===== src/rtl/pet_stats_engine.sv =====
// pet_stats_engine: saturating pet stat counters with self-timed decay ticks,
// derived health, sleep recovery and a valid/ready command port.
module pet_stats_engine #(
    parameter int NUM_STATS = 5,
    parameter int STAT_W    = 5,
    parameter int TICK_DIV  = 10_000_000,
    parameter int IDX_W     = $clog2(NUM_STATS)
) (
    input  logic                          clk,
    input  logic                          reset,
    input  logic [7:0]                    random,
    input  logic                          cmd_valid,
    output logic                          cmd_ready,
    input  logic [2:0]                    cmd_op,
    input  logic [IDX_W-1:0]              cmd_idx,
    input  logic [STAT_W-1:0]             cmd_amt,
    output logic [NUM_STATS*STAT_W-1:0]   stats_flat,
    output logic [NUM_STATS-1:0]          low_flags,
    output logic                          tick,
    output logic                          is_sleeping,
    output logic                          is_dead
);
    localparam int PW = $clog2(TICK_DIV);
    localparam logic [STAT_W-1:0] MAX  = '1;
    localparam logic [STAT_W-1:0] HALF = {1'b1, {(STAT_W-1){1'b0}}};
    localparam logic [STAT_W-1:0] LOW  = MAX >> 2;
    localparam logic [STAT_W-1:0] ONE  = STAT_W'(1);
    localparam logic [2:0] OP_ADD = 3'd1, OP_SUB = 3'd2, OP_SLEEP = 3'd3, OP_WAKE = 3'd4, OP_REVIVE = 3'd5;

    typedef enum logic [1:0] {AWAKE, SLEEPING, DEAD} state_t;

    state_t            state_q, state_d;
    logic [STAT_W-1:0] stats_q [NUM_STATS];
    logic [STAT_W-1:0] stats_d [NUM_STATS];
    logic [PW-1:0]     pre_q;
    logic              tick_q;
    logic              tick_fire, accept, any_zero, all_half, idx_ok;
    logic [STAT_W-1:0] cur, add_v, sub_v, hp;
    logic [STAT_W:0]   sum;

    assign tick_fire   = pre_q == PW'(TICK_DIV - 1);
    assign cmd_ready   = !tick_fire;
    assign accept      = cmd_valid && cmd_ready;
    assign tick        = tick_q;
    assign is_sleeping = state_q == SLEEPING;
    assign is_dead     = state_q == DEAD;

    for (genvar g = 0; g < NUM_STATS; g++) begin : g_out
        assign stats_flat[g*STAT_W +: STAT_W] = stats_q[g];
        assign low_flags[g] = stats_q[g] <= LOW;
    end

    // Shared datapath: addressed stat, saturating add/sub, and health judged on pre-decay stats.
    always_comb begin
        cur      = '0;
        idx_ok   = 1'b0;
        any_zero = 1'b0;
        all_half = 1'b1;
        for (int i = 0; i < NUM_STATS; i++) begin
            if (cmd_idx == IDX_W'(i)) begin
                cur    = stats_q[i];
                idx_ok = 1'b1;
            end
        end
        for (int i = 1; i < NUM_STATS; i++) begin
            any_zero = any_zero | (stats_q[i] == '0);
            all_half = all_half & (stats_q[i] >= HALF);
        end
        sum   = {1'b0, cur} + {1'b0, cmd_amt};
        add_v = sum[STAT_W] ? MAX : sum[STAT_W-1:0];
        sub_v = cur > cmd_amt ? cur - cmd_amt : '0;
        hp    = any_zero ? (stats_q[0] == '0 ? '0 : stats_q[0] - ONE)
              : (all_half && stats_q[0] != MAX) ? stats_q[0] + ONE : stats_q[0];
    end

    always_comb begin
        state_d = state_q;
        stats_d = stats_q;
        if (tick_fire) begin
            if (state_q == AWAKE) begin
                for (int i = 1; i < NUM_STATS; i++)
                    stats_d[i] = (random[3'(i % 8)] && stats_q[i] != '0) ? stats_q[i] - ONE : stats_q[i];
                stats_d[0] = hp;
                if (hp == '0) state_d = DEAD;
            end else if (state_q == SLEEPING) begin
                stats_d[NUM_STATS-1] = stats_q[NUM_STATS-1] == MAX ? MAX : stats_q[NUM_STATS-1] + ONE;
                if (stats_d[NUM_STATS-1] == MAX) state_d = AWAKE;
            end
        end else if (accept) begin
            if (state_q == AWAKE) begin
                for (int i = 0; i < NUM_STATS; i++) begin
                    if (cmd_idx == IDX_W'(i)) begin
                        stats_d[i] = cmd_op == OP_ADD ? add_v : cmd_op == OP_SUB ? sub_v : stats_q[i];
                    end
                end
                if (cmd_op == OP_SUB && idx_ok && cmd_idx == '0 && sub_v == '0) state_d = DEAD;
                if (cmd_op == OP_SLEEP) state_d = SLEEPING;
            end else if (state_q == SLEEPING) begin
                if (cmd_op == OP_WAKE) state_d = AWAKE;
            end else if (cmd_op == OP_REVIVE) begin
                for (int i = 0; i < NUM_STATS; i++) stats_d[i] = HALF;
                state_d = AWAKE;
            end
        end
    end

    always_ff @(posedge clk) begin
        if (reset) begin
            state_q <= AWAKE;
            pre_q   <= '0;
            tick_q  <= 1'b0;
            for (int i = 0; i < NUM_STATS; i++) stats_q[i] <= HALF;
        end else begin
            state_q <= state_d;
            pre_q   <= tick_fire ? '0 : pre_q + PW'(1);
            tick_q  <= tick_fire;
            for (int i = 0; i < NUM_STATS; i++) stats_q[i] <= stats_d[i];
        end
    end
endmodule


===== config.mk =====
export PLATFORM = sky130hd
export DESIGN_NAME = pet_stats_engine
export DESIGN_NICKNAME = d
export VERILOG_FILES = /design/src/rtl/pet_stats_engine.sv
export SDC_FILE = /design/constraint.sdc
export NUM_CORES = 1
export LEC_CHECK = 0
export ABC_AREA = 1
export BUFFER_PORTS_ARGS = -buffer_cell sky130_fd_sc_hd__buf_2
export CELL_PAD_IN_SITES_DETAIL_PLACEMENT = 1
export CELL_PAD_IN_SITES_GLOBAL_PLACEMENT = 1
export CORE_MARGIN = 1.5
export CORE_UTILIZATION = 33
export DETAILED_ROUTE_END_ITERATION = 10
export PLACE_DENSITY = 0.76
export SETUP_SLACK_MARGIN = 0.05
export SLEW_MARGIN = 25
export SYNTH_ARGS = -nofsm -noshare
export SYNTH_HDL_FRONTEND = slang
export SYNTH_SLANG_ARGS = --single-unit

===== constraint.sdc =====
create_clock -name clk -period 2.9 [get_ports clk]
set_input_delay 0.145 -clock clk [delete_from_list [all_inputs] [get_ports clk]]
set_output_delay 0.145 -clock clk [all_outputs]
set_load 0.01 [all_outputs]

## Word level (Yosys, flattened, before mapping)

Index checks and enable logic that the tools add are counted.

| storage, ports and cells | value |
|---|---|
| input bits | 22 |
| output and inout port bits | 34 |
| register bits | 52 |

| cells by class | value |
|---|---|
| equality and inequality tests | 36 |
| bitwise logic cells | 6 |
| muxes and demuxes | 46 |
| order comparisons | 10 |
| reduce and logical (&&, ||, !) cells | 30 |
| add/subtract/negate cells | 9 |

Operator list:

| operator | count |
|---|---|
| $mux W25 | 5 |
| $mux W5 | 23 |
| $logic_not A5 Y1 | 7 |
| $reduce_and A7 Y1 | 5 |
| $le A5 B3 Y1 const B | 5 |
| $add A24 B1 Y24 const B | 1 |
| $eq A24 B24 Y1 const B | 1 |
| $mux W2 | 12 |
| $ge A5 B5 Y1 const B | 4 |
| $mux W20 | 1 |
| $sub A5 B1 Y5 const B | 4 |
| $reduce_bool A5 Y1 | 3 |
| $eq A3 B2 Y1 const B | 4 |
| $ne A2 B1 Y1 const B | 6 |
| $ne A3 B2 Y1 const B | 4 |
| $ne A4 B2 Y1 const B | 3 |
| $add A5 B1 Y5 const B | 2 |
| $eq A5 B5 Y1 const B | 2 |
| $eq A3 B3 Y1 const B | 3 |
| $ne A3 B1 Y1 const B | 3 |
| $logic_and A1 B1 Y1 | 8 |
| $add A5 B5 Y6 | 1 |
| $eq A3 B1 Y1 const B | 2 |
| $ne A3 B3 Y1 const B | 2 |
| 16 further kinds | 26 |

## Logic depth before layout (Yosys ltp)

| logic depth | value |
|---|---|
| depth after elaboration | 15 |
| gate-level depth with buffers | 23 |
| depth with buffers taken out | 23 |

## Least setup slack after synthesis

No wires, ideal clock.

| timing path | value |
|---|---|
| path kind | input to register |
| from | input cmd_idx[1] |
| to | register state_q[0] |
| stages on the path | 19 |
| setup slack | 0.337 ns |
| setup time | 0.130 ns |
| arrival | 2.433 ns |
| path buffers | 0 |
| path through | nor3_1 > inv_1 > o221ai_1 > o21ai_0 > a22oi_1 > inv_1 > fa_1 > inv_1 > nand3_1 > nand3_1 > nand2_1 > nand2_1 > inv_1 > o21ai_0 > nand3_1 > nand2_1 > nand3_1 > nand2_1 > a21oi_1 |

| between the ends | value |
|---|---|
| longest elaborated chain between the ends | 12 |
| elaborated cells on any way between the ends | 24 |
| classes of those cells | add/sub (1); order compare (1); eq/ne (5); mux (11); reduce/logical (6) |

Ends and longest elaborated chain:

| what | RTL line | text |
|---|---|---|
| start: declaration | 15 | `input logic [IDX_W-1:0] cmd_idx,` |
| $logic_not A3 Y1 | 60, 96 |  |
| $mux W5 (5 in a row) | 60 | `if (cmd_idx == IDX_W'(i)) begin` |
| $sub A5 B5 Y5 / $gt A5 B5 Y1 (equally long branches) | 71 | `sub_v = cur > cmd_amt ? cur - cmd_amt : '0;` |
| $mux W5 | 71 |  |
| $logic_not A5 Y1 | 96 | `if (cmd_op == OP_SUB && idx_ok && cmd_idx == '0 && sub_v == '0) state_d = DEAD;` |
| $logic_and A1 B1 Y1 (*) | 96 |  |
| $ne A4 B2 Y1 (no source line) (*) | - |  |
| $reduce_and A7 Y1 (no source line) (*) | - |  |
| end signal: assignment | 114 | `state_q <= state_d;` |
| end: declaration | 32 | `state_t state_q, state_d;` |

Every way passes the cells marked *; elsewhere a longest branch is shown, timed or not.
A chain may end at the register's enable or synchronous reset.

## Worst setup path after layout

| timing path | value |
|---|---|
| from | register stats_q (netlist bit stats_flat[2]) |
| to | register stats_q (netlist bit stats_flat[24]) |

| between the ends | value |
|---|---|
| longest elaborated chain between the ends | 13 |
| elaborated cells on any way between the ends | 16 |
| classes of those cells | add/sub (2); order compare (1); mux (13) |

Ends and longest elaborated chain:

| what | RTL line | text |
|---|---|---|
| start: declaration | 33 | `logic [STAT_W-1:0] stats_q [NUM_STATS];` |
| $mux W5 (*) (5 in a row) | 60 |  |
| $sub A5 B5 Y5 / $gt A5 B5 Y1 (equally long branches) | 71 |  |
| $mux W5 | 71 |  |
| $mux W5 | 93 | `stats_d[i] = cmd_op == OP_ADD ? add_v : cmd_op == OP_SUB ? sub_v : stats_q[i];` |
| $mux W5 (*) | 93 |  |
| $mux W5 (*) | 92 | `if (cmd_idx == IDX_W'(i)) begin` |
| $mux W25 (*) | 90 | `if (state_q == AWAKE) begin` |
| $mux W25 (*) | 89 | `end else if (accept) begin` |
| $mux W25 (*) | 79 | `if (tick_fire) begin` |

Every way passes the cells marked *; elsewhere a longest branch is shown, timed or not. The select of a mux whose other input is x is not followed.

==> report_table.html <==
<table>
<tr><th>Metric</th><th>Value</th></tr>
<tr><th colspan="2">Route</th></tr>
<tr><td>Via density per instance</td><td>5.016</td></tr>
<tr><td>DRC violation count after routing</td><td>0</td></tr>
<tr><td>Total number of vias</td><td>4896</td></tr>
<tr><td>Pre-antenna DRT Iters</td><td>4</td></tr>
<tr><td>Count of nets left with antenna violations after detail routing</td><td>0</td></tr>
<tr><td>Post-DR wirelength/cell</td><td>15.64 um</td></tr>
<tr><td>Initial DRC Count</td><td>184</td></tr>
<tr><td>Total Routed Length</td><td>15260 um</td></tr>
<tr><th colspan="2">Logic synthesis</th></tr>
<tr><td>Post-Syn Nets</td><td>753</td></tr>
<tr><td>Number of instances in the synthesized netlist</td><td>707</td></tr>
<tr><td>Most area-consuming cells after synthesis</td><td>sky130_fd_sc_hd__dfxtp_1 24%, sky130_fd_sc_hd__nand2_1 14%, sky130_fd_sc_hd__nor2_1 10%, sky130_fd_sc_hd__inv_1 9.0%, sky130_fd_sc_hd__ha_1 6.4%</td></tr>
<tr><td>Number of warnings issued by yosys</td><td>0</td></tr>
<tr><td>Top cell type's share of synthesized area</td><td>0.2426</td></tr>
<tr><td>Post-synthesis cell type count</td><td>49</td></tr>
<tr><td>Largest area contributor in the synthesized netlist</td><td>sky130_fd_sc_hd__dfxtp_1</td></tr>
<tr><td>Most common flop cell mapped by yosys</td><td>sky130_fd_sc_hd__dfxtp_1</td></tr>
<tr><td>Seq/Total Area, Yosys</td><td>0.2426</td></tr>
<tr><td>FF+latch count, synth</td><td>52</td></tr>
<tr><td>Post-synthesis average cell area</td><td>6.070 um^2</td></tr>
<tr><td>Async set-reset flop share out of synthesis</td><td>0</td></tr>
<tr><td>Number of enable flip-flop cells after synthesis</td><td>0</td></tr>
<tr><td>Synthesized area</td><td>4292 um^2</td></tr>
<tr><th colspan="2">Die</th></tr>
<tr><td>Die X-Extent</td><td>117.0 um</td></tr>
<tr><td>Die Span Y</td><td>117.0 um</td></tr>
<tr><td>Die outline area</td><td>13700 um^2</td></tr>
<tr><td>Initial Util</td><td>0.3387</td></tr>
<tr><td>Top Ports</td><td>56</td></tr>
<tr><td>Standard-cell row count</td><td>41</td></tr>
<tr><td>Floorplan Core Area</td><td>12670 um^2</td></tr>
<tr><th colspan="2">Power</th></tr>
<tr><td>Switching portion of total power</td><td>0.3269</td></tr>
<tr><td>Pwr per Cell Area</td><td>411.0 nW/um^2</td></tr>
<tr><td>Static leakage</td><td>2.740 nW</td></tr>
<tr><td>Clock network power share</td><td>0.350</td></tr>
<tr><td>Switching component of the power</td><td>718.1 uW</td></tr>
<tr><td>Combinational fraction of design power</td><td>0.303</td></tr>
<tr><td>Internal power consumption</td><td>1.479 mW</td></tr>
<tr><td>Total power after layout</td><td>2.197 mW</td></tr>
<tr><td>Proportion of power drawn by flip-flops and latches</td><td>0.347</td></tr>
<tr><td>Worst voltage drop across the vdd grid</td><td>0.3104 mV</td></tr>
<tr><th colspan="2">STA</th></tr>
<tr><td>Slew Viols, Final</td><td>0</td></tr>
<tr><td>Final hold violation count</td><td>0</td></tr>
<tr><td>Min setup slack post-route</td><td>0.1922 ns</td></tr>
<tr><td>Setup Total Neg Slack</td><td>0 ns</td></tr>
<tr><td>Final setup skew</td><td>0.01057 ns</td></tr>
<tr><td>Worst Max-Slew Pin Slew</td><td>0.5759 ns</td></tr>
<tr><td>Endpoints failing setup</td><td>0</td></tr>
<tr><td>Share of the clock period used by the worst path after layout</td><td>0.9337</td></tr>
<tr><td>Relative slew margins</td><td>0.6131</td></tr>
<tr><td>Setup repair after global routing missed its margin</td><td>yes</td></tr>
<tr><td>Fmax achieved</td><td>369.3 MHz</td></tr>
<tr><td>Min cycle time layout</td><td>2.708 ns</td></tr>
<tr><th colspan="2">GRT</th></tr>
<tr><td>Overall global routing resource usage</td><td>0.2269</td></tr>
<tr><td>Vias in the first global route</td><td>5047</td></tr>
<tr><td>Global-route wire length before repair</td><td>24220 um</td></tr>
<tr><td>Global Route met2 Usage</td><td>0.4051</td></tr>
<tr><td>GR Layer Usage met3</td><td>0.04274</td></tr>
<tr><td>Met1 Track Usage GR</td><td>0.2700</td></tr>
<tr><td>Antenna violations before repair</td><td>0</td></tr>
<tr><td>Pin count of the biggest net entering global routing</td><td>21</td></tr>
<tr><td>Most Crowded Layer GR</td><td>met2</td></tr>
<tr><td>Grt total ovfl</td><td>0</td></tr>
<tr><th colspan="2">Placement</th></tr>
<tr><td>HPWL after detailed placement</td><td>12310 um</td></tr>
<tr><td>Pre-CTS setup slack</td><td>-0.2270 ns</td></tr>
<tr><td>Placed cell count</td><td>964</td></tr>
<tr><td>Gp weighted congestion</td><td>0.8786</td></tr>
<tr><td>Port-buffer cells</td><td>50</td></tr>
<tr><th colspan="2">Worst setup path</th></tr>
<tr><td>Top Family by Delay on Critical Path</td><td>compound AO/OA/AOI/OAI gates</td></tr>
<tr><td>Required time of the worst setup path</td><td>3.15 ns</td></tr>
<tr><td>Slowest CP cell</td><td>sky130_fd_sc_hd__dfxtp_1</td></tr>
<tr><td>Cell type with the highest occurrence count on the critical path</td><td>sky130_fd_sc_hd__nand2_1</td></tr>
<tr><td>Nature of the critical path endpoint</td><td>flip-flop</td></tr>
<tr><td>Kind of launch point of the worst setup path</td><td>flip-flop</td></tr>
<tr><td>Bufs and invs on worst path</td><td>3</td></tr>
<tr><td>Depth of the worst register-to-register path</td><td>16</td></tr>
<tr><td>Worst Path Class, Setup</td><td>flip-flop to flip-flop</td></tr>
<tr><td>Arrival time of the worst setup path</td><td>2.95 ns</td></tr>
<tr><td>Maximum net fanout on the critical path</td><td>5</td></tr>
<tr><td>Critical path depth in cells</td><td>16</td></tr>
<tr><td>Biggest cell delay along the critical path</td><td>0.33 ns</td></tr>
<tr><td>Critical Path, Cell by Cell</td><td>inv_1 &gt; o221ai_1 &gt; o21ai_1 &gt; a31oi_2 &gt; ha_1 &gt; buf_4 &gt; nand3_1 &gt; nand3_1 &gt; nand2_1 &gt; nand2_1 &gt; o211ai_1 &gt; o211ai_2 &gt; buf_4 &gt; o21ai_1 &gt; nand2_1 &gt; nand2_1</td></tr>
<tr><th colspan="2">Finish</th></tr>
<tr><td>Most common cell after layout, fill and taps aside</td><td>sky130_fd_sc_hd__nand2_1</td></tr>
<tr><td># fillers</td><td>1743</td></tr>
<tr><td>Area growth from synthesis to final layout</td><td>24.55%</td></tr>
<tr><td>Final design utilization</td><td>0.4218</td></tr>
<tr><td>FF/Latch Area</td><td>1046 um^2</td></tr>
<tr><td>Leading cell types in the layout, fill and taps excluded</td><td>158 x sky130_fd_sc_hd__nand2_1, 115 x sky130_fd_sc_hd__nor2_1, 101 x sky130_fd_sc_hd__inv_1</td></tr>
<tr><td>Number of inserted diodes</td><td>0</td></tr>
<tr><td>Multi-input gate area in the final layout</td><td>2808 um^2</td></tr>
<tr><td>Net count reported at finish</td><td>850</td></tr>
<tr><td>Layout cell share with drive strength beyond 1</td><td>0.2127</td></tr>
<tr><td>Non-filler instance count after layout</td><td>976</td></tr>
<tr><th colspan="2">Clock tree</th></tr>
<tr><td>TritonCTS Sinks</td><td>52</td></tr>
<tr><td>Worst-Skew Late Latency</td><td>0.30 ns</td></tr>
<tr><td>Post-CTS clock slew at the launch and capture registers of the worst setup and hold paths</td><td>0.07 ns</td></tr>
<tr><td>TritonCTS clock tree</td><td>yes</td></tr>
<tr><td>Clk buf depth</td><td>2</td></tr>
<tr><td>CTS hold repair buffers</td><td>0</td></tr>
<tr><td>Clock buffers created by TritonCTS</td><td>5</td></tr>
<tr><td># H-tree levels</td><td>2</td></tr>
<tr><td>Buffer cell driving the clock tree root</td><td>sky130_fd_sc_hd__clkbuf_16</td></tr>
<tr><th colspan="2">Min path</th></tr>
<tr><td>Cell depth of the worst min-delay path</td><td>2</td></tr>
<tr><td>Worst hold path class</td><td>input pin to flip-flop</td></tr>
<tr><th colspan="2">Status</th></tr>
<tr><td>Result of the run</td><td>finished, final reports clean</td></tr>
<tr><th colspan="2">Run</th></tr>
<tr><td>Maximum capacitance violations</td><td>0</td></tr>
</table>
[cells by family after synthesis]
family	count (synthesis)	synth area share
simple gates	377	0.3869
buf+inv	128	0.1187
compound gates	119	0.1641
flops	52	0.2426
fa+ha+maj	24	0.07347
xor+xnor	7	0.01429
[what timing repair did]
item,in CTS,in global routing
resized for setup,2,21
pin swaps,0,7
setup endpoints to repair,2,22
buffers inserted,0,5
[cell type report]
class	instances	share of cell area
clock inverter	2	0.01124
sequential	52	0.1957
inverter	117	0.08333
clock buffer	5	0.02341
multi-input combinational	527	0.5253
timing repair buffer	101	0.1208
tap	172	0.04026
[power by group through the flow]
stage	sequential [mW]	clock (mW)	combinational, mW
after floorplan	0.781	0	0.369
after detailed placement	0.779	0	0.631
final	0.762	0.768	0.667
after global placement	0.778	0	0.610
after CTS	0.762	0.786	0.638
after global routing	0.765	0.812	0.735
[per-layer routing]
metal | share of wire | vias to the layer above | wire length (um)
li1 | - | 2460 | -
met1 | 0.43 | 2318 | 6638
met2 | 0.50 | 87 | 7562
met3 | 0.039 | 31 | 597
met4 | 0.030 | 0 | 461
met5 | 0 | - | 0
[synth_stat cells, types with 2 or more instances]
| master | n |
|---|---|
| sky130_fd_sc_hd__nand2_1 | 159 |
| sky130_fd_sc_hd__nor2_1 | 119 |
| sky130_fd_sc_hd__inv_1 | 103 |
| sky130_fd_sc_hd__dfxtp_1 | 52 |
| sky130_fd_sc_hd__o21ai_0 | 45 |
| sky130_fd_sc_hd__nand3_1 | 35 |
| sky130_fd_sc_hd__a21oi_1 | 34 |
| sky130_fd_sc_hd__nor3_1 | 26 |
| sky130_fd_sc_hd__ha_1 | 22 |
| sky130_fd_sc_hd__inv_2 | 11 |
| sky130_fd_sc_hd__nand4_1 | 11 |
| sky130_fd_sc_hd__o21ai_1 | 10 |
| sky130_fd_sc_hd__a31oi_1 | 6 |
| sky130_fd_sc_hd__xnor2_1 | 6 |
| sky130_fd_sc_hd__nor2_2 | 5 |
| sky130_fd_sc_hd__nand2_4 | 4 |
| sky130_fd_sc_hd__nor3_2 | 4 |
| sky130_fd_sc_hd__o21a_1 | 4 |
| sky130_fd_sc_hd__o221ai_1 | 4 |
| sky130_fd_sc_hd__or2_2 | 4 |
| sky130_fd_sc_hd__buf_2 | 3 |
| sky130_fd_sc_hd__clkbuf_1 | 3 |
| sky130_fd_sc_hd__nor4_1 | 3 |
| sky130_fd_sc_hd__a21oi_2 | 2 |
| sky130_fd_sc_hd__buf_6 | 2 |
| sky130_fd_sc_hd__fa_1 | 2 |
| sky130_fd_sc_hd__inv_4 | 2 |
| sky130_fd_sc_hd__nand3_2 | 2 |
| sky130_fd_sc_hd__nand3b_1 | 2 |
| sky130_fd_sc_hd__o211ai_1 | 2 |
| sky130_fd_sc_hd__o21ai_2 | 2 |
[metrics by stage]
stage,hold slack [ns],area (um^2)
global route,0.2163,5345
detailed placement,0.4565,5050
CTS,0.1852,5238
finish,0.1917,5345
global placement,0.4304,5050
floorplan,0.3602,4292
[sequential cells by signal, indices dropped and copies added (netlist names)]
name / flops
stats_flat: 25
pre_q: 24
state_q: 2
tick: 1
[path summary, 6_finish.rpt]
kind,startpoint,end,slack [ns]
max reg2reg,stats_flat[2],stats_flat[24],0.19
max,stats_flat[2],stats_flat[24],0.19
min reg2reg,pre_q[0],pre_q[0],0.46
min,reset,tick,0.19
Note: power is estimated with default switching activity, not from simulation.
